--- config.mk ---
export PLATFORM = sky130hd
export DESIGN_NAME = image_resize_bilinear_sched_flat
export DESIGN_NICKNAME = d
export VERILOG_FILES = /design/src/rtl/image_resize_bilinear_sched_pkg.sv /design/src/rtl/image_resize_bilinear_sched_if.sv /design/src/rtl/image_resize_bilinear_sched_coord_map.sv /design/src/rtl/image_resize_bilinear_sched.sv /design/src/flat_wrapper.sv
export SDC_FILE = /design/constraint.sdc
export NUM_CORES = 1
export LEC_CHECK = 0
export BUFFER_PORTS_ARGS = -buffer_cell sky130_fd_sc_hd__buf_2
export CORE_MARGIN = 5
export CORE_UTILIZATION = 55
export CTS_CLUSTER_SIZE = 14
export DETAILED_ROUTE_END_ITERATION = 7
export PLACE_DENSITY_LB_ADDON = 0.12
export SYNTH_ARGS = -nofsm -noshare
export SYNTH_HDL_FRONTEND = slang
export SYNTH_SLANG_ARGS = --single-unit
export TNS_END_PERCENT = 50
--- constraint.sdc ---
create_clock -name clk -period 17.95 [get_ports clk]
set_clock_uncertainty 0.1 [all_clocks]
set_input_delay 3.59 -clock clk [delete_from_list [all_inputs] [get_ports clk]]
set_output_delay 3.59 -clock clk [all_outputs]
set_load 0.01 [all_outputs]
--- src/rtl/image_resize_bilinear_sched_pkg.sv ---
`default_nettype none
// +----------------------------------------------------------------------------+
// | image_resize_pkg : shared defaults and FSM encoding for the resize sequencer|
// | Rev 1.0                                                                    |
// +----------------------------------------------------------------------------+
package image_resize_pkg;

  localparam int DEF_CW     = 12;
  localparam int DEF_FRAC   = 8;
  localparam int DEF_RD_LAT = 1;

  typedef logic [2:0] state_t;

  localparam state_t IDLE    = 3'd0;
  localparam state_t ROW_REQ = 3'd1;
  localparam state_t RUN     = 3'd2;
  localparam state_t ROW_END = 3'd3;
  localparam state_t DRAIN   = 3'd4;
  localparam state_t DONE    = 3'd5;

endpackage
`default_nettype wire

--- src/rtl/image_resize_bilinear_sched_if.sv ---
`default_nettype none
// +----------------------------------------------------------------------------+
// | image_resize_bilinear_sched_if : config, line-buffer and weight signals    |
// | Rev 1.0                                                                    |
// +----------------------------------------------------------------------------+
interface image_resize_bilinear_sched_if
  import image_resize_pkg::*;
#(
  parameter int CW   = DEF_CW,
  parameter int FRAC = DEF_FRAC
);
  logic               start_i;
  logic [CW-1:0]      src_w_i;
  logic [CW-1:0]      src_h_i;
  logic [CW-1:0]      dst_w_i;
  logic [CW-1:0]      dst_h_i;
  logic [CW+FRAC-1:0] step_x_i;
  logic [CW+FRAC-1:0] step_y_i;
  logic               stall_i;
  logic               row_req_o;
  logic [CW-1:0]      row_y0_o;
  logic [CW-1:0]      row_y1_o;
  logic               row_ack_i;
  logic               rd_en_o;
  logic [CW-1:0]      rd_x0_o;
  logic [CW-1:0]      rd_x1_o;
  logic               cal_valid_o;
  logic [FRAC:0]      wx0_o;
  logic [FRAC:0]      wx1_o;
  logic [FRAC:0]      wy0_o;
  logic [FRAC:0]      wy1_o;
  logic               busy_o;
  logic               done_o;

  modport master (
    input  start_i, src_w_i, src_h_i, dst_w_i, dst_h_i, step_x_i, step_y_i,
    input  stall_i, row_ack_i,
    output row_req_o, row_y0_o, row_y1_o, rd_en_o, rd_x0_o, rd_x1_o,
    output cal_valid_o, wx0_o, wx1_o, wy0_o, wy1_o, busy_o, done_o
  );

  modport slave (
    output start_i, src_w_i, src_h_i, dst_w_i, dst_h_i, step_x_i, step_y_i,
    output stall_i, row_ack_i,
    input  row_req_o, row_y0_o, row_y1_o, rd_en_o, rd_x0_o, rd_x1_o,
    input  cal_valid_o, wx0_o, wx1_o, wy0_o, wy1_o, busy_o, done_o
  );
endinterface
`default_nettype wire

--- src/rtl/image_resize_bilinear_sched_coord_map.sv ---
`default_nettype none
// +----------------------------------------------------------------------------+
// | image_resize_coord_map : fixed-point coordinate to tap pair and weights    |
// | Rev 1.0                                                                    |
// +----------------------------------------------------------------------------+
module image_resize_coord_map
  import image_resize_pkg::*;
#(
  parameter int CW   = DEF_CW,
  parameter int FRAC = DEF_FRAC
) (
  input  wire logic [CW+FRAC:0] acc,
  input  wire logic [CW-1:0]    src_dim,
  output logic      [CW-1:0]    p0,
  output logic      [CW-1:0]    p1,
  output logic      [FRAC:0]    w0,
  output logic      [FRAC:0]    w1
);
  localparam logic [FRAC:0] c_one = {1'b1, {FRAC{1'b0}}};

  logic [CW:0]     w_int;
  logic [FRAC-1:0] w_frac;
  logic [CW-1:0]   w_last;

  assign w_int  = acc[CW+FRAC:FRAC];
  assign w_frac = acc[FRAC-1:0];
  assign w_last = src_dim - 1'b1;

  // Past the last interior pair both taps collapse onto the edge pixel.
  always_comb begin
    if (w_int < {1'b0, w_last}) begin
      p0 = w_int[CW-1:0];
      p1 = w_int[CW-1:0] + 1'b1;
      w0 = c_one - {1'b0, w_frac};
      w1 = {1'b0, w_frac};
    end else begin
      p0 = w_last;
      p1 = w_last;
      w0 = c_one;
      w1 = '0;
    end
  end
endmodule
`default_nettype wire

--- src/rtl/image_resize_bilinear_sched.sv ---
`default_nettype none
// +----------------------------------------------------------------------------+
// | image_resize_bilinear_sched : output-raster walker issuing line-buffer     |
// | reads and bilinear weights.  Rev 1.0                                       |
// +----------------------------------------------------------------------------+
module image_resize_bilinear_sched
  import image_resize_pkg::*;
#(
  parameter int CW     = DEF_CW,
  parameter int FRAC   = DEF_FRAC,
  parameter int RD_LAT = DEF_RD_LAT
) (
  input wire logic clk,
  input wire logic reset,
  image_resize_bilinear_sched_if.master bus
);
  localparam int c_aw = CW + FRAC + 1;

  state_t             r_state, w_state_nxt;
  logic [CW-1:0]      r_src_w, r_src_h, r_dst_w, r_dst_h, r_ox, r_oy, w_src_h_nxt;
  logic [CW+FRAC-1:0] r_step_x, r_step_y;
  logic [c_aw-1:0]    r_acc_x, r_acc_y, w_acc_y_nxt;
  logic               w_start, w_row_req, w_rd_en, w_done, w_busy;
  logic               r_row_req, r_rd_en, r_done, r_busy;
  logic [CW-1:0]      r_row_y0, r_row_y1, r_rd_x0, r_rd_x1;
  logic [FRAC:0]      r_wx0, r_wx1, r_wy0, r_wy1;
  logic [CW-1:0]      w_x_p0, w_x_p1, w_y_p0, w_y_p1;
  logic [FRAC:0]      w_x_w0, w_x_w1, w_y_w0, w_y_w1;
  logic [RD_LAT-1:0]  r_pv;
  logic [FRAC:0]      r_pwx0 [RD_LAT];
  logic [FRAC:0]      r_pwx1 [RD_LAT];
  logic [FRAC:0]      r_pwy0 [RD_LAT];
  logic [FRAC:0]      r_pwy1 [RD_LAT];

  function automatic logic [c_aw-1:0] sat_add(input logic [c_aw-1:0] a, input logic [CW+FRAC-1:0] b);
    logic [c_aw:0] s;
    s = {1'b0, a} + {2'b00, b};
    return s[c_aw] ? '1 : s[c_aw-1:0];
  endfunction

  assign w_start     = (r_state == IDLE) && bus.start_i;
  assign w_src_h_nxt = w_start ? bus.src_h_i : r_src_h;

  // The y map looks at the accumulator value the next row request will use.
  always_comb begin
    w_acc_y_nxt = r_acc_y;
    if (w_start)
      w_acc_y_nxt = '0;
    else if (r_state == ROW_END && w_state_nxt == ROW_REQ)
      w_acc_y_nxt = sat_add(r_acc_y, r_step_y);
  end

  image_resize_coord_map #(.CW(CW), .FRAC(FRAC)) u_map_x (
    .acc(r_acc_x), .src_dim(r_src_w), .p0(w_x_p0), .p1(w_x_p1), .w0(w_x_w0), .w1(w_x_w1)
  );

  image_resize_coord_map #(.CW(CW), .FRAC(FRAC)) u_map_y (
    .acc(w_acc_y_nxt), .src_dim(w_src_h_nxt), .p0(w_y_p0), .p1(w_y_p1), .w0(w_y_w0), .w1(w_y_w1)
  );

  always_ff @(posedge clk) begin
    if (reset) r_state <= IDLE;
    else       r_state <= w_state_nxt;
  end

  always_comb begin
    w_state_nxt = r_state;
    case (r_state)
      IDLE:    if (bus.start_i)
                 w_state_nxt = (bus.dst_w_i == '0 || bus.dst_h_i == '0) ? DONE : ROW_REQ;
      ROW_REQ: if (bus.row_ack_i) w_state_nxt = RUN;
      RUN:     if (!bus.stall_i && r_ox == r_dst_w - 1'b1) w_state_nxt = ROW_END;
      ROW_END: w_state_nxt = (r_oy == r_dst_h - 1'b1) ? DRAIN : ROW_REQ;
      DRAIN:   if (!r_rd_en && r_pv == '0) w_state_nxt = DONE;
      DONE:    w_state_nxt = IDLE;
      default: w_state_nxt = IDLE;
    endcase
  end

  always_comb begin
    w_row_req = (w_state_nxt == ROW_REQ);
    w_rd_en   = (r_state == RUN) && !bus.stall_i;
    w_done    = (r_state == DONE);
    w_busy    = (w_state_nxt != IDLE);
  end

  always_ff @(posedge clk) begin
    if (reset) begin
      {r_src_w, r_src_h, r_dst_w, r_dst_h, r_ox, r_oy} <= '0;
      {r_step_x, r_step_y, r_acc_x, r_acc_y}           <= '0;
      {r_row_req, r_rd_en, r_done, r_busy}             <= '0;
      {r_row_y0, r_row_y1, r_rd_x0, r_rd_x1}           <= '0;
      {r_wx0, r_wx1, r_wy0, r_wy1}                     <= '0;
      r_pv <= '0;
      for (int i = 0; i < RD_LAT; i++) begin
        r_pwx0[i] <= '0;
        r_pwx1[i] <= '0;
        r_pwy0[i] <= '0;
        r_pwy1[i] <= '0;
      end
    end else begin
      r_acc_y   <= w_acc_y_nxt;
      r_row_req <= w_row_req;
      r_rd_en   <= w_rd_en;
      r_done    <= w_done;
      r_busy    <= w_busy;
      if (w_start) begin
        r_src_w  <= bus.src_w_i;
        r_src_h  <= bus.src_h_i;
        r_dst_w  <= bus.dst_w_i;
        r_dst_h  <= bus.dst_h_i;
        r_step_x <= bus.step_x_i;
        r_step_y <= bus.step_y_i;
        r_oy     <= '0;
      end
      if (w_state_nxt == ROW_REQ) begin
        r_row_y0 <= w_y_p0;
        r_row_y1 <= w_y_p1;
      end
      if (r_state == ROW_REQ && bus.row_ack_i) begin
        r_acc_x <= '0;
        r_ox    <= '0;
        r_wy0   <= w_y_w0;
        r_wy1   <= w_y_w1;
      end
      if (w_rd_en) begin
        r_rd_x0 <= w_x_p0;
        r_rd_x1 <= w_x_p1;
        r_wx0   <= w_x_w0;
        r_wx1   <= w_x_w1;
        r_acc_x <= sat_add(r_acc_x, r_step_x);
        r_ox    <= r_ox + 1'b1;
      end
      if (r_state == ROW_END && w_state_nxt == ROW_REQ)
        r_oy <= r_oy + 1'b1;
      // Weights ride alongside the read so they meet the returning pixel data.
      r_pv[0]   <= r_rd_en;
      r_pwx0[0] <= r_wx0;
      r_pwx1[0] <= r_wx1;
      r_pwy0[0] <= r_wy0;
      r_pwy1[0] <= r_wy1;
      for (int i = 1; i < RD_LAT; i++) begin
        r_pv[i]   <= r_pv[i-1];
        r_pwx0[i] <= r_pwx0[i-1];
        r_pwx1[i] <= r_pwx1[i-1];
        r_pwy0[i] <= r_pwy0[i-1];
        r_pwy1[i] <= r_pwy1[i-1];
      end
    end
  end

  assign bus.row_req_o   = r_row_req;
  assign bus.row_y0_o    = r_row_y0;
  assign bus.row_y1_o    = r_row_y1;
  assign bus.rd_en_o     = r_rd_en;
  assign bus.rd_x0_o     = r_rd_x0;
  assign bus.rd_x1_o     = r_rd_x1;
  assign bus.cal_valid_o = r_pv[RD_LAT-1];
  assign bus.wx0_o       = r_pwx0[RD_LAT-1];
  assign bus.wx1_o       = r_pwx1[RD_LAT-1];
  assign bus.wy0_o       = r_pwy0[RD_LAT-1];
  assign bus.wy1_o       = r_pwy1[RD_LAT-1];
  assign bus.busy_o      = r_busy;
  assign bus.done_o      = r_done;
endmodule
`default_nettype wire

--- src/flat_wrapper.sv ---
// flat-port wrapper written by rule: the top's interface ports become plain ports
module image_resize_bilinear_sched_flat import image_resize_pkg::*;
#(
  parameter int CW     = DEF_CW,
  parameter int FRAC   = DEF_FRAC,
  parameter int RD_LAT = DEF_RD_LAT
)
  (clk, reset, bus_start_i, bus_src_w_i, bus_src_h_i, bus_dst_w_i, bus_dst_h_i, bus_step_x_i, bus_step_y_i, bus_stall_i, bus_row_ack_i, bus_row_req_o, bus_row_y0_o, bus_row_y1_o, bus_rd_en_o, bus_rd_x0_o, bus_rd_x1_o, bus_cal_valid_o, bus_wx0_o, bus_wx1_o, bus_wy0_o, bus_wy1_o, bus_busy_o, bus_done_o);
  image_resize_bilinear_sched_if #(.CW(CW), .FRAC(FRAC)) bus_i ();
  input wire logic clk;
  input wire logic reset;
  input wire logic [$bits(bus_i.start_i)-1:0] bus_start_i;
  input wire logic [$bits(bus_i.src_w_i)-1:0] bus_src_w_i;
  input wire logic [$bits(bus_i.src_h_i)-1:0] bus_src_h_i;
  input wire logic [$bits(bus_i.dst_w_i)-1:0] bus_dst_w_i;
  input wire logic [$bits(bus_i.dst_h_i)-1:0] bus_dst_h_i;
  input wire logic [$bits(bus_i.step_x_i)-1:0] bus_step_x_i;
  input wire logic [$bits(bus_i.step_y_i)-1:0] bus_step_y_i;
  input wire logic [$bits(bus_i.stall_i)-1:0] bus_stall_i;
  input wire logic [$bits(bus_i.row_ack_i)-1:0] bus_row_ack_i;
  output wire logic [$bits(bus_i.row_req_o)-1:0] bus_row_req_o;
  output wire logic [$bits(bus_i.row_y0_o)-1:0] bus_row_y0_o;
  output wire logic [$bits(bus_i.row_y1_o)-1:0] bus_row_y1_o;
  output wire logic [$bits(bus_i.rd_en_o)-1:0] bus_rd_en_o;
  output wire logic [$bits(bus_i.rd_x0_o)-1:0] bus_rd_x0_o;
  output wire logic [$bits(bus_i.rd_x1_o)-1:0] bus_rd_x1_o;
  output wire logic [$bits(bus_i.cal_valid_o)-1:0] bus_cal_valid_o;
  output wire logic [$bits(bus_i.wx0_o)-1:0] bus_wx0_o;
  output wire logic [$bits(bus_i.wx1_o)-1:0] bus_wx1_o;
  output wire logic [$bits(bus_i.wy0_o)-1:0] bus_wy0_o;
  output wire logic [$bits(bus_i.wy1_o)-1:0] bus_wy1_o;
  output wire logic [$bits(bus_i.busy_o)-1:0] bus_busy_o;
  output wire logic [$bits(bus_i.done_o)-1:0] bus_done_o;
  assign bus_i.start_i = bus_start_i;
  assign bus_i.src_w_i = bus_src_w_i;
  assign bus_i.src_h_i = bus_src_h_i;
  assign bus_i.dst_w_i = bus_dst_w_i;
  assign bus_i.dst_h_i = bus_dst_h_i;
  assign bus_i.step_x_i = bus_step_x_i;
  assign bus_i.step_y_i = bus_step_y_i;
  assign bus_i.stall_i = bus_stall_i;
  assign bus_i.row_ack_i = bus_row_ack_i;
  assign bus_row_req_o = bus_i.row_req_o;
  assign bus_row_y0_o = bus_i.row_y0_o;
  assign bus_row_y1_o = bus_i.row_y1_o;
  assign bus_rd_en_o = bus_i.rd_en_o;
  assign bus_rd_x0_o = bus_i.rd_x0_o;
  assign bus_rd_x1_o = bus_i.rd_x1_o;
  assign bus_cal_valid_o = bus_i.cal_valid_o;
  assign bus_wx0_o = bus_i.wx0_o;
  assign bus_wx1_o = bus_i.wx1_o;
  assign bus_wy0_o = bus_i.wy0_o;
  assign bus_wy1_o = bus_i.wy1_o;
  assign bus_busy_o = bus_i.busy_o;
  assign bus_done_o = bus_i.done_o;
  image_resize_bilinear_sched #(.CW(CW), .FRAC(FRAC), .RD_LAT(RD_LAT)) u_core (.clk(clk), .reset(reset), .bus(bus_i));
endmodule
After elaboration in Yosys (flattened, before gate mapping)
Memory sizes are Yosys's and may differ from the RTL's.
Index checks and enable logic that the tools add are counted.
{"block": "totals", "regBits": 246, "mem_bits_rw": 36, "inputBits": 93, "output_inout_bits": 89, "elab_cells": 107, "mem_count": 4}
{"block": "op_classes", "n_addsub": 12, "n_lt_le_gt_ge": 2, "eq_ne": 8, "muxes": 37, "bitwise": 1, "n_reduce_logical": 19}
{"name": "u_core.r_pwx0", "depth": 1, "width": 9, "read_ports": 1, "rd_ports_with_merged_regs": 0, "wr": 1, "line": "image_resize_bilinear_sched.sv:30", "text": "logic [FRAC:0] r_pwx0 [RD_LAT];"}
{"name": "u_core.r_pwx1", "depth": 1, "width": 9, "read_ports": 1, "rd_ports_with_merged_regs": 0, "wr": 1, "line": "image_resize_bilinear_sched.sv:31", "text": "logic [FRAC:0] r_pwx1 [RD_LAT];"}
{"name": "u_core.r_pwy0", "depth": 1, "width": 9, "read_ports": 1, "rd_ports_with_merged_regs": 0, "wr": 1, "line": "image_resize_bilinear_sched.sv:32", "text": "logic [FRAC:0] r_pwy0 [RD_LAT];"}
{"name": "u_core.r_pwy1", "depth": 1, "width": 9, "read_ports": 1, "rd_ports_with_merged_regs": 0, "wr": 1, "line": "image_resize_bilinear_sched.sv:33", "text": "logic [FRAC:0] r_pwy1 [RD_LAT];"}
{"operator": "2-to-1 mux 21 bit", "count": 6}
{"operator": "2-to-1 mux 12 bit", "count": 9}
{"operator": "2-to-1 mux 9 bit", "count": 6}
{"operator": "adder 12 x 1 -> 12 bit (second input constant)", "count": 4}
{"operator": "subtractor 12 x 1 -> 12 bit (second input constant)", "count": 4}
{"operator": "adder 21 x 20 -> 22 bit", "count": 2}
{"operator": "OR reduction 9 bit", "count": 4}
{"operator": "< comparator 13 x 12 -> 1 bit", "count": 2}
{"operator": "equality test 12 bit", "count": 2}
{"operator": "logical NOT 12 bit", "count": 2}
{"operator": "2-to-1 mux 3 bit", "count": 6}
{"operator": "subtractor 9 x 8 -> 9 bit (first input constant)", "count": 2}
{"operator": "2-to-1 mux 8 bit", "count": 2}
{"operator": "case mux 3 bit (5 select lines)", "count": 1}
{"operator": "2-to-1 mux 1 bit", "count": 7}
{"operator": "equality test 3 x 1 -> 1 bit (second input constant)", "count": 2}
{"operator": "equality test 3 x 2 -> 1 bit (second input constant)", "count": 2}
{"operator": "equality test 3 bit (second input constant)", "count": 2}
{"operator": "logical AND 1 bit", "count": 6}
{"operator": "nonzero test 2 bit", "count": 2}
{"operator": "logical NOT 3 bit", "count": 1}
{"operator": "nonzero test 3 bit", "count": 1}
{"operator": "logical NOT 1 bit", "count": 2}
{"operator": "logical OR 1 bit", "count": 1}
{"operator": "inverter 1 bit", "count": 1}

Longest topological paths before layout
Gate-level depths: netlist (run 1).
{"block": "logic_depth", "depth_word": 11, "mapped_depth": 24, "ltp_nobuf": 20}

By module
From an unflattened synthesis (run 1), not the netlist that was laid out.
{"block": "hier_totals", "hier_cells": 1888, "area_unflattened_um2": 15122.0}
{"module": "image_resize_bilinear_sched", "n_inst": 1, "cells_per_inst": 1588, "area_each_um2": 12864.8, "seq_area_each_um2": 5645.4}
{"module": "image_resize_coord_map (u_core.u_map_y)", "n_inst": 1, "cells_per_inst": 151, "area_each_um2": 1136.1, "seq_area_each_um2": 0.0}
{"module": "image_resize_coord_map (u_core.u_map_x)", "n_inst": 1, "cells_per_inst": 149, "area_each_um2": 1121.1, "seq_area_each_um2": 0.0}

Worst setup path after synthesis (run 1)
OpenSTA, ideal clock, no wires.
{"block": "synth_path", "path_kind": "input -> register", "start": "in bus_start_i", "end": "reg u_core.r_row_y0[11], in the netlist u_core.bus.row_y0_o[11]", "setup_time_ps": 95, "arrival_ps": 8013, "required_ps": 17755, "path_slack_ps": 9742, "cell_stages": 22, "path_buffers": 5, "cell_sequence": "nor4b_1 > clkbuf_1 > clkbuf_1 > clkbuf_1 > clkbuf_1 > mux2i_1 > ha_1 > inv_1 > nor3_1 > xor2_1 > nand2_1 > o21ai_0 > inv_1 > ha_1 > a21oi_1 > nand2_1 > o211ai_1 > a221oi_4 > or2_1 > buf_6 > or4_1 > o311ai_1"}
{"block": "synth_between", "elab_chain_cells": 8, "word_cells_on_any_way": 11, "classes_between": "add/sub (1); order compare (1); eq/ne (1); mux (6); reduce/logical (2)"}
{"item": "start: declaration", "line": "flat_wrapper.sv:12", "text": "input wire logic [$bits(bus_i.start_i)-1:0] bus_start_i;"}
{"item": "branches (longest 8 deep; another with < comparator 13 x 12 -> 1 bit)"}
{"item": "end signal: assignment", "line": "image_resize_bilinear_sched.sv:117", "text": "r_row_y0 <= w_y_p0;"}
{"item": "end: declaration", "line": "image_resize_bilinear_sched.sv:25", "text": "logic [CW-1:0] r_row_y0, r_row_y1, r_rd_x0, r_rd_x1;"}
Several ways; the timed one is not identified.
A chain may end at the register's enable or synchronous reset.

Worst setup path after layout (run 1)
{"block": "layout_path", "start": "in bus_start_i", "end": "reg u_core.r_row_y0[8], in the netlist u_core.bus.row_y0_o[8]"}
The elaborated chain is that of the path after synthesis.

==> reports/metrics.yaml, run 1 <==
status: "finished, final reports clean"
seqPwrFrac_pct: 43.7
num_io_pins: 182
grt.busiest_layer: "met2"
use_met3_pct: 3.817
rows: 59
r2r-start: "u_core.r_acc_y[0]$_SDFF_PP0_"
crit_start: "bus_start_i"
gp_congestion: 0.9048
critPathRequiredTime_ns: 18.29
final_cell_mix: "dfxtp_1 (274), nand2_1 (255), buf_2 (178)"
cts_sinks: 274
path_cells: "buf_2 -> nor4b_2 -> buf_4 -> mux2i_1 -> ha_1 -> inv_1 -> xnor2_1 -> ha_1 -> a21o_1 -> a21o_1 -> a21oi_1 -> nand2_1 -> o211ai_1 -> a221oi_4 -> nor2_2 -> buf_4 -> mux2_2 -> a211oi_1"
slew_violations: 0
cts_root_buffer: "clkbuf_16"
cp-end-kind: "flip-flop"
design.die.area_um2: 30060
synth.ff_latch_count: 274
path_max_fanout: 85
synth-edff-count: 0
max_slew.worst_pin.slew_ns: 0.9522
ys.flop_type: "dfxtp_1"
clock_latency_ns: 0.54
first_pass_iters: 7
p_sw_uw: 417.1
finalPower_mw: 1.498
startpoint_type: "input port"
vias: 13571
switching_share_pct: 27.85
critical_path.max_stage_delay_ns: 0.81
grt_pass1_vias: 12689
r2r_slack_ns: 11.91
wl_um: 39930
final_common_cell: "dfxtp_1"
syn_inst: 1809
use_met1_pct: 33.62
synthArstFlopShare_pct: 0
post_cts_buffers: 0
cts_tree: "done"
p_leak_nw: 7.193
ys_seq_area_share_pct: 37.36
port_buffers: 179
p_int_mw: 1.081
worstHoldPathType: "reg -> reg"
core_um2: 26210
rr_worst_depth: 21
cts.clk_slew.worst_paths_ns: 0.07
finalSetupViolations: 0
drt_iter0_markers: 1031
slew_headroom_pct: 36.52
drc_errors: 0
hold_path_depth: 2
p_per_area_nw_per_um2: 89.70
hold_viol: 0
fin_crit_ns: 8.241
crit_buf_inv: 4
area_growth_pct: 13.72
h-tree-depth: 1
worst_r2r_endpoint: "u_core.bus.row_y0_o[8]$_SDFFE_PP0N_"
dpl.hpwl_um: 28650
postCtsHoldBufs: 0
start_util_pct: 56.03
post_drt_via_cell_ratio: 5.934
post-route-util_pct: 63.71
routedWlPerCell_um: 17.46
fin_setup_tns_ns: 0
overflow: 0
cp_top_family: "buffers and inverters"
clockBufferDepth: 3
cts-resized-gates: 0
gr-usage-met2_pct: 42.23
synth_area_per_cell_um2: 8.117
fp.dieH_um: 173.4
drive_gt1_share_pct: 14.52
rsz0062_at_grt: "no"
peakVddDrop_v: 0.00007956
worstSetupEndpoint: "u_core.bus.row_y0_o[8]$_SDFFE_PP0N_"
fin_nets: 2095
fp.dieW_um: 173.4
path_class: "in -> reg"
grt_max_degree: 100
grt_use_total_pct: 25.01
clkPwrFrac_pct: 40.7
drv_cap: 0
grt_first_pass_wirelength_um: 64100
synth_area_um2: 14680
regArea_um2: 5485
multi_input_area_um2: 8598
ant_nets: 0
cts_made_buffers: 29
fmax_mhz: 121.3
cp_slowest_cell: "buf_4"
comb_power_share_pct: 15.7
synth_warnings: 0
fin_crit_sh_pct: 45.91
antenna_found_initial: 5
cp.arrival_ns: 8.58
path_depth: 18
yosysUniqueCellTypes: 86
fillers: 2382
## how the worst min path moves through the flow
stage	start	endpoint	slack [ns]
final	u_core.r_wy0[4]$_SDFFE_PP0P_	u_core.r_wy0[4]$_SDFFE_PP0P_	0.35
after floorplan	u_core.r_wy0[0]$_SDFFE_PP0P_	u_core.r_wy0[0]$_SDFFE_PP0P_	0.33
after CTS	u_core.r_wy1[3]$_SDFFE_PP0P_	u_core.r_wy1[3]$_SDFFE_PP0P_	0.35
after detailed placement	u_core.r_wy1[3]$_SDFFE_PP0P_	u_core.r_wy1[3]$_SDFFE_PP0P_	0.34
after global placement	u_core.r_wy0[3]$_SDFFE_PP0P_	u_core.r_wy0[3]$_SDFFE_PP0P_	0.34
after global routing	u_core.r_wy0[4]$_SDFFE_PP0P_	u_core.r_wy0[4]$_SDFFE_PP0P_	0.37
## through the flow
step / hold WS, ns / instance area, µm² / setup WS [ns] / instances
2_1_floorplan: 0.3273 / 14690 / 9.742 / 1810
3_3_place_gp: 0.3384 / 15720 / 9.458 / 2234
3_5_place_dp: 0.3392 / 15720 / 9.302 / 2234
4_1_cts: 0.3476 / 16690 / 9.855 / 2284
5_1_grt: 0.3661 / 16700 / 9.424 / 2287
6_report: 0.3485 / 16700 / 9.709 / 2287
## worst reg2reg max path, delay by kind of cell (launching register included)
kind                     cells  cell delay [ns]
multiplexers                 2             0.67
buffers and inverters        2             0.45
flip-flops                   1             0.35
adder cells (fa/ha/maj)      3             1.00
AND/OR/NAND/NOR              5             1.17
AO/OA/AOI/OAI                9             2.22
## state kept, by name, summed over array words and instances (netlist names), 7 cells and up
signal	count
u_core.r_acc_y	21
u_core.r_wy0	9
u_core.r_step_x	20
u_core.r_wy1	7
u_core.r_acc_x	21
u_core.r_pwx1	7
u_core.bus.row_y0_o	12
u_core.bus.row_y1_o	12
u_core.r_pwy0	8
u_core.r_step_y	20
u_core.r_wx0	9
u_core.r_src_w	12
u_core.bus.rd_x1_o	12
u_core.r_dst_w	12
u_core.r_oy	12
u_core.r_pwy1	8
u_core.r_ox	12
u_core.r_wx1	7
u_core.r_src_h	12
u_core.r_dst_h	12
u_core.r_pwx0	9
u_core.bus.rd_x0_o	12
## cell usage after synthesis, types with 5 or more instances
master,instances,area share [%]
a21oi_1,151,5.1
nor4b_1,6,0.36
o21bai_1,7,0.36
o211ai_1,8,0.41
and2_1,8,0.34
buf_4,5,0.26
or4_1,11,0.56
and3_1,16,0.68
nand4_1,17,0.72
nand3b_1,14,0.72
a22o_1,15,0.89
ha_1,70,6.0
nand2_1,255,6.5
a221o_1,20,1.4
o221ai_1,8,0.48
nand2b_1,19,0.81
or2_2,11,0.47
a31oi_1,11,0.47
xor2_1,40,2.4
a311oi_1,18,1.1
o211a_1,7,0.48
a21o_1,13,0.66
clkbuf_1,91,2.3
mux2i_1,17,1.2
inv_1,42,1.1
dfxtp_1,274,37
nor4_1,21,0.89
nand3_1,87,3.0
nor2b_1,50,2.1
nor3_1,48,1.6
nor3b_1,10,0.51
nor2_1,146,3.7
o21a_1,14,0.72
nand4b_1,9,0.54
xnor2_1,67,4.0
o21ai_0,72,2.5
a211oi_1,13,0.66
buf_1,9,0.23
or3_1,27,1.2
## area by class of cell
| cell class | count | area share, % |
|---|---|---|
| Inverter | 43 | 0.9667 |
| Timing Repair Buffer | 200 | 6.347 |
| Multi-Input combinational cell | 1382 | 51.49 |
| Sequential cell | 274 | 32.85 |
| Antenna cell | 3 | 0.04496 |
| Clock buffer | 38 | 4.908 |
| Clock inverter | 12 | 0.8767 |
| Tap cell | 335 | 2.510 |
## power groups by stage
stage / Clock, mW / Combinational, mW / Sequential (mW)
2_1_floorplan: 0 / 0.167 / 0.661
3_3_place_gp: 0 / 0.226 / 0.666
3_5_place_dp: 0 / 0.232 / 0.667
4_1_cts: 0.617 / 0.233 / 0.654
5_1_grt: 0.645 / 0.261 / 0.656
6_report: 0.609 / 0.235 / 0.654
## layer usage
layer | part of all wire [%] | wire length [µm]
met1 | 44 | 17730
met2 | 47 | 18690
met3 | 6.4 | 2565
met4 | 2.3 | 919
met5 | 0.048 | 19
## cell families (layout without fill, tap and decap cells)
| group | Yosys count | count (layout) | share of synthesized area, % |
|---|---|---|---|
| fa+ha+maj | 72 | 72 | 6.238 |
| xor+xnor | 107 | 107 | 6.383 |
| simple gates | 770 | 770 | 25.63 |
| compound gates | 409 | 409 | 18.55 |
| buf+inv | 154 | 293 | 4.244 |
| mux | 22 | 22 | 1.568 |
| other cells | 1 | 5 | 0.02554 |
| flops | 274 | 274 | 37.36 |
No activity file was read; power rests on OpenSTA's default activity.
==> run 2, diff against run 1 <==
--- a/config.mk
+++ b/config.mk
@@ -5,6 +5,7 @@
 export SDC_FILE = /design/constraint.sdc
 export NUM_CORES = 1
 export LEC_CHECK = 0
+export ABC_AREA = 1
 export BUFFER_PORTS_ARGS = -buffer_cell sky130_fd_sc_hd__buf_2
 export CORE_MARGIN = 5
 export CORE_UTILIZATION = 55
==> constraint.sdc (replaced) <==
create_clock -name clk -period 8.4 [get_ports clk]
set_clock_uncertainty 0.1 [all_clocks]
set_input_delay 1.68 -clock clk [delete_from_list [all_inputs] [get_ports clk]]
set_output_delay 1.68 -clock clk [all_outputs]
set_load 0.01 [all_outputs]
==> reports/metrics.yaml, run 2 <==
r2r_slack_ns: 3.17
hp-start: "u_core.r_wy1[6]$_SDFFE_PP0P_"
grt_first_pass_wirelength_um: 65030
final_common_cell: "nand2_1"
post_drt_via_cell_ratio: 5.280
dpl.hpwl_um: 29430
area_growth_pct: 14.09
comb_power_share_pct: 16.1
slew_violations: 0
core_um2: 26730
clockBufferDepth: 3
crit_buf_inv: 7
worstHoldPathType: "reg -> reg"
p_sw_uw: 943.7
fp.dieW_um: 174.0
drt_iter0_markers: 1033
h-tree-depth: 1
worst_r2r_endpoint: "u_core.bus.row_y1_o[4]$_SDFFE_PP0N_"
synth_most_common_cell: "nand2_1"
drive_gt1_share_pct: 12.91
grt_use_total_pct: 25.39
seqPwrFrac_pct: 42.7
gr-usage-met2_pct: 41.54
whs_endpoint: "u_core.r_pwy1[0][6]$_SDFF_PP0_"
design.die.area_um2: 30270
clkPwrFrac_pct: 41.2
critical_path.max_stage_delay_ns: 0.62
dpl.cell_count: 2578
reg_top3: "u_core.r_acc_x (21), u_core.r_acc_y (21)"
cp_slowest_cell: "nand3_2"
first_pass_iters: 7
path_cells: "buf_2 -> nand3_4 -> inv_2 -> or2_1 -> o21a_1 -> inv_1 -> ha_1 -> inv_1 -> nor4_1 -> xnor2_1 -> inv_1 -> ha_1 -> nand3_1 -> nand3_1 -> inv_1 -> nand3_2 -> o21ai_1 -> nand3_1 -> nand2_1 -> inv_1"
final_area_um2: 16870
drv_cap: 0
switching_share_pct: 28.40
yosysUniqueCellTypes: 59
final_cell_mix: "nand2_1 (376), nor2_1 (355), inv_1 (278)"
p_per_area_nw_per_um2: 196.9
fmax_mhz: 170.5
multi_input_area_um2: 7874
crit_top_cell: "inv_1"
cp-end-kind: "flip-flop"
ant_nets: 0
finalSetupViolations: 0
rows: 60
path_depth: 20
cts_tree: "done"
synthArstFlopShare_pct: 0
drc_errors: 0
cp_top_family: "simple AND/OR/NAND/NOR gates"
cp.arrival_ns: 6.24
cts.clk_slew.worst_paths_ns: 0.07
layout_setup_ws_ns: 2.535
ys.flop_type: "dfxtp_1"
fin_crit_ns: 5.865
status: "finished, final reports clean"
rr_worst_depth: 20
ys_seq_area_share_pct: 37.09
synth_area_per_cell_um2: 6.949
use_met1_pct: 35.35
cts-resized-gates: 0
routedWlPerCell_um: 14.99
post-place-ws_ns: 1.958
clock_latency_ns: 0.58
critPathRequiredTime_ns: 8.77
fin_nets: 2434
synth-edff-count: 0
p_int_mw: 2.379
vias: 13901
rsz0062_at_grt: "no"
wl_um: 39480
yosysTopAreaCell: "dfxtp_1"
antenna_found_initial: 0
port_buffers: 179
grt_max_degree: 76
r2r-start: "u_core.r_state[2]$_SDFF_PP0_"
finalPower_mw: 3.323
gp_congestion: 0.9642
overflow: 0
start_util_pct: 55.33
use_met3_pct: 3.915
max_slew.worst_pin.slew_ns: 0.8691
cts_sinks: 274
path_max_fanout: 51
postCtsHoldBufs: 0
syn_inst: 2128
synth_area_um2: 14790
final_cell_count_no_fill: 2633
startpoint_type: "input port"
fillers: 2528
synth_area_leaders: "dfxtp_1 (37%), nand2_1 (9.5%), nor2_1 (9.0%), inv_1 (7.1%), ha_1 (5.9%)"
fin_setup_tns_ns: 0
hold_viol: 0
cts_root_buffer: "clkbuf_16"
slew_headroom_pct: 41.97
cts_made_buffers: 30
synth_common_cells: "nand2_1 (376), nor2_1 (355), inv_1 (279)"
synth_top_area_share_pct: 37.09
path_class: "in -> reg"
p_leak_nw: 8.145
diodes: 0
synth_warnings: 0
num_io_pins: 182
crit_start: "bus_start_i"
fp.dieH_um: 174.0
regArea_um2: 5485
fin_crit_sh_pct: 69.82
hold_path_depth: 2
synth.ff_latch_count: 274
post_cts_buffers: 0
peakVddDrop_v: 0.0001418
dpl-instance-area_um2: 15830
grt_pass1_vias: 13064
grt.busiest_layer: "met2"
==> run 2: cell types whose count changed after synthesis, sizes merged, moves of 20 or more <==
cell	delta
xnor2	-39
nor3	-24
inv	+245
or3	-26
a21oi	-46
nand3	+21
xor2	+20
a221o	-20
clkbuf	-30
nor2b	-50
nand2	+126
o21ai	+125
nor2	+217
==> run 2: metrics by stage <==
| step | hold WS (ns) | utilization (%) |
|---|---|---|
| floorplan | 0.2991 | - |
| global placement | 0.3041 | 59.23 |
| detailed placement | 0.3088 | 59.23 |
| CTS | 0.3150 | 63.13 |
| global route | 0.3298 | 63.13 |
| finish | 0.3169 | 63.13 |
==> run 2: layout make-up <==
type                       count  area share [%]
inverter                     287           6.385
timing repair buffer         188           5.725
multi-input combinational   1488           46.67
tap                          341           2.529
clock buffer                  40           4.910
clock inverter                15           1.268
sequential                   274           32.51
==> run 2: worst max path at each step <==
stage / to
after detailed placement: u_core.bus.row_y1_o[4]$_SDFFE_PP0N_
after floorplan: u_core.bus.row_y0_o[10]$_SDFFE_PP0N_
after CTS: u_core.bus.row_y1_o[4]$_SDFFE_PP0N_
final: u_core.bus.row_y1_o[4]$_SDFFE_PP0N_
after global placement: u_core.bus.row_y1_o[4]$_SDFFE_PP0N_
after global routing: u_core.bus.row_y0_o[9]$_SDFFE_PP0N_
==> run 2: kinds of logic (layout without fill, tap and decap cells) <==
family,count (synthesis),count (layout),synth area share (%)
adder cells (fa/ha/maj),72,72,6.193
AO/OA/AOI/OAI,375,375,14.29
flip-flops,274,274,37.09
multiplexers,5,5,0.3638
AND/OR/NAND/NOR,945,945,26.98
XOR/XNOR,89,89,5.364
buffers and inverters,367,530,9.688
other,1,2,0.02536
==> run 2: layer usage <==
layer | wire length, µm | part of all wire [%]
met5 | 0 | 0
met4 | 968 | 2.5
met3 | 2225 | 5.6
met2 | 17590 | 45
met1 | 18690 | 47
==> run 2: power groups by stage <==
stage	logic, mW	clock network [mW]	registers [mW]
finish	0.536	1.37	1.42
global route	0.610	1.46	1.42
CTS	0.536	1.39	1.42
detailed placement	0.532	0	1.45
global placement	0.524	0	1.45
floorplan	0.386	0	1.44
==> run 2: tightest hold or removal path, delay by kind of cell (launching register included) <==
family | cells | cell delay, ns
DFF | 1 | 0.30
and+or+nand+nor | 1 | 0.04
buffers and inverters | 1 | 0.05
==> run 3, diff against run 2 <==
--- a/config.mk
+++ b/config.mk
@@ -5,10 +5,10 @@
 export SDC_FILE = /design/constraint.sdc
 export NUM_CORES = 1
 export LEC_CHECK = 0
-export ABC_AREA = 1
+export ABC_AREA = 0
 export BUFFER_PORTS_ARGS = -buffer_cell sky130_fd_sc_hd__buf_2
 export CORE_MARGIN = 5
-export CORE_UTILIZATION = 55
+export CORE_UTILIZATION = 53
 export CTS_CLUSTER_SIZE = 14
 export DETAILED_ROUTE_END_ITERATION = 7
 export PLACE_DENSITY_LB_ADDON = 0.12
==> constraint.sdc (replaced) <==
create_clock -name clk -period 5.1 [get_ports clk]
set_clock_uncertainty 0.1 [all_clocks]
set_input_delay 1.02 -clock clk [delete_from_list [all_inputs] [get_ports clk]]
set_output_delay 1.02 -clock clk [all_outputs]
set_load 0.01 [all_outputs]
==> reports/metrics.yaml, run 3 (synthesis gave the netlist of run 1 again) <==
regArea_um2: 5487
post_drt_via_cell_ratio: 5.684
grt_first_pass_wirelength_um: 65470
cp-end-kind: "flip-flop"
cp_slowest_cell: "or4b_1"
routedWlPerCell_um: 17.06
diodes: 0
antenna_found_initial: 0
h-tree-depth: 1
startpoint_type: "flip-flop"
status: "finished, final reports clean"
p_leak_nw: 7.467
area_growth_pct: 17.36
r2r_slack_ns: 0.25
grt_max_degree: 88
hold_viol: 0
wl_um: 40380
final_cell_count_no_fill: 2367
num_io_pins: 182
core_um2: 27550
peakVddDrop_v: 0.0002689
cts_sinks: 274
drive_gt1_share_pct: 16.49
cts_tree: "done"
hold_path_depth: 2
whs_endpoint: "u_core.r_wy0[4]$_SDFFE_PP0P_"
final_cell_mix: "dfxtp_1 (273), nand2_1 (255), buf_2 (178)"
path_class: "reg -> reg"
fp.dieH_um: 176.4
drc_errors: 0
final_area_um2: 17230
worstHoldPathType: "reg -> reg"
dpl.cell_count: 2307
slew_violations: 0
max_slew.worst_pin.slew_ns: 1.076
drv_cap: 0
overflow: 0
p_per_area_nw_per_um2: 325.1
ant_nets: 0
slew_headroom_pct: 27.81
drt_iter0_markers: 983
fin_nets: 2130
grt_use_total_pct: 25.21
finalPower_mw: 5.602
critical_path.max_stage_delay_ns: 0.53
port_buffers: 179
cp.arrival_ns: 5.22
fmax_mhz: 206.3
final_common_cell: "dfxtp_1"
reg_top3: "u_core.r_acc_x (21), u_core.r_acc_y (21)"
fp.dieW_um: 176.4
post-route-util_pct: 62.54
cts_made_buffers: 31
rsz0062_at_grt: "no"
gp_congestion: 0.9497
rr_worst_depth: 17
hp-start: "u_core.r_wy0[4]$_SDFFE_PP0P_"
vias: 13455
fin_crit_ns: 4.847
multi_input_area_um2: 8640
fin_setup_tns_ns: 0
fin_crit_sh_pct: 95.04
clockBufferDepth: 3
finalSetupViolations: 0
path_cells: "or4b_1 -> or3_1 -> a222oi_1 -> o211a_1 -> a31oi_4 -> mux2_2 -> and2_1 -> ha_1 -> a21o_1 -> a21o_1 -> a21oi_2 -> nand2_1 -> o211ai_1 -> a221oi_4 -> or2_4 -> or4_1 -> o311ai_1"
cts_root_buffer: "clkbuf_16"
dpl-instance-area_um2: 16040
rows: 61
critPathRequiredTime_ns: 5.47
worst_r2r_endpoint: "u_core.bus.row_y0_o[11]$_SDFFE_PP0N_"
design.die.area_um2: 31130
clock_latency_ns: 0.57
first_pass_iters: 5
cts.clk_slew.worst_paths_ns: 0.06
r2r-start: "u_core.r_dst_h[5]$_SDFFE_PP0P_"
fillers: 2495
grt_pass1_vias: 12813
crit_top_cell: "a21o_1"
start_util_pct: 53.29
path_max_fanout: 5
dpl.hpwl_um: 29800
[run 3: cell types whose count changed in the layout (fill, tap and decap cells not counted), moves of 25 or more]
cell / before / now
a21oi_1: 103 / 149
buf_4: 10 / 52
inv_1: 278 / 42
nand2_1: 376 / 255
nor2_1: 355 / 146
nor2b_1: 0 / 50
nor3_1: 21 / 46
o21ai_0: 172 / 71
or3_1: 1 / 27
xnor2_1: 28 / 67
[run 3: where the power goes]
| part | internal [mW] | total, mW | switching (mW) |
|---|---|---|---|
| logic | 0.329 | 0.867 | 0.538 |
| clock network | 1.54 | 2.44 | 0.901 |
| registers | 2.22 | 2.30 | 0.0754 |
[run 3: through the flow]
stage / setup WS (ns) / hold slack, ns
2_1_floorplan: 0.05690 / 0.3273
3_3_place_gp: 0.2163 / 0.3356
3_5_place_dp: 0.1106 / 0.3427
4_1_cts: 0.07204 / 0.3506
5_1_grt: 0.003011 / 0.3625
6_report: 0.2530 / 0.3487
[run 3: how the worst max path moves through the flow]
stage	from	end	slack [ns]	depth (start not counted)
final	u_core.r_dst_h[5]$_SDFFE_PP0P_	u_core.bus.row_y0_o[11]$_SDFFE_PP0N_	0.25	17
after global routing	u_core.r_dst_h[5]$_SDFFE_PP0P_	u_core.bus.row_y0_o[11]$_SDFFE_PP0N_	0.003	18
after detailed placement	bus_start_i	u_core.r_wy0[5]$_SDFFE_PP0P_	0.11	17
after global placement	u_core.r_oy[5]$_SDFFE_PP0P_	u_core.bus.row_y0_o[11]$_SDFFE_PP0N_	0.22	18
after CTS	u_core.r_oy[5]$_SDFFE_PP0P_	u_core.r_wy0[5]$_SDFFE_PP0P_	0.07	18
after floorplan	bus_start_i	u_core.bus.row_y0_o[11]$_SDFFE_PP0N_	0.06	22
[run 3: layer usage]
metal | track usage (%) | share of wire, % | vias up
met5 | 0 | 0 | -
met4 | 8.188 | 3.4 | 0
met3 | 4.004 | 5.4 | 74
met2 | 43.13 | 47 | 343
met1 | 32.70 | 44 | 6291
li1 | - | - | 6747
[run 3: final cells by class]
class                   instances  share of cell area [%]
clock buffers                  44                   5.250
clock inverters                13                   1.358
inverters                      43                  0.9367
multi-input cells            1382                   50.14
flip-flops and latches        274                   31.84
well taps                     378                   2.745
repair buffers                233                   7.733
[run 3: timing repair]
action / 4_1_cts / 5_1_grt
hold buffers: 0 / 0
gates resized for setup: 0 / 9
buffers inserted: 0 / 3
endpoints found under the setup margin: 0 / 40
[run 3: worst max-delay path: cells and delay by family, from the launching register on]
| kind | cells | cell delay (ns) |
|---|---|---|
| DFF | 1 | 0.30 |
| AOI/OAI and AO/OA | 9 | 1.77 |
| muxes | 1 | 0.32 |
| and+or+nand+nor | 6 | 1.90 |
| adders and majority gates | 1 | 0.32 |
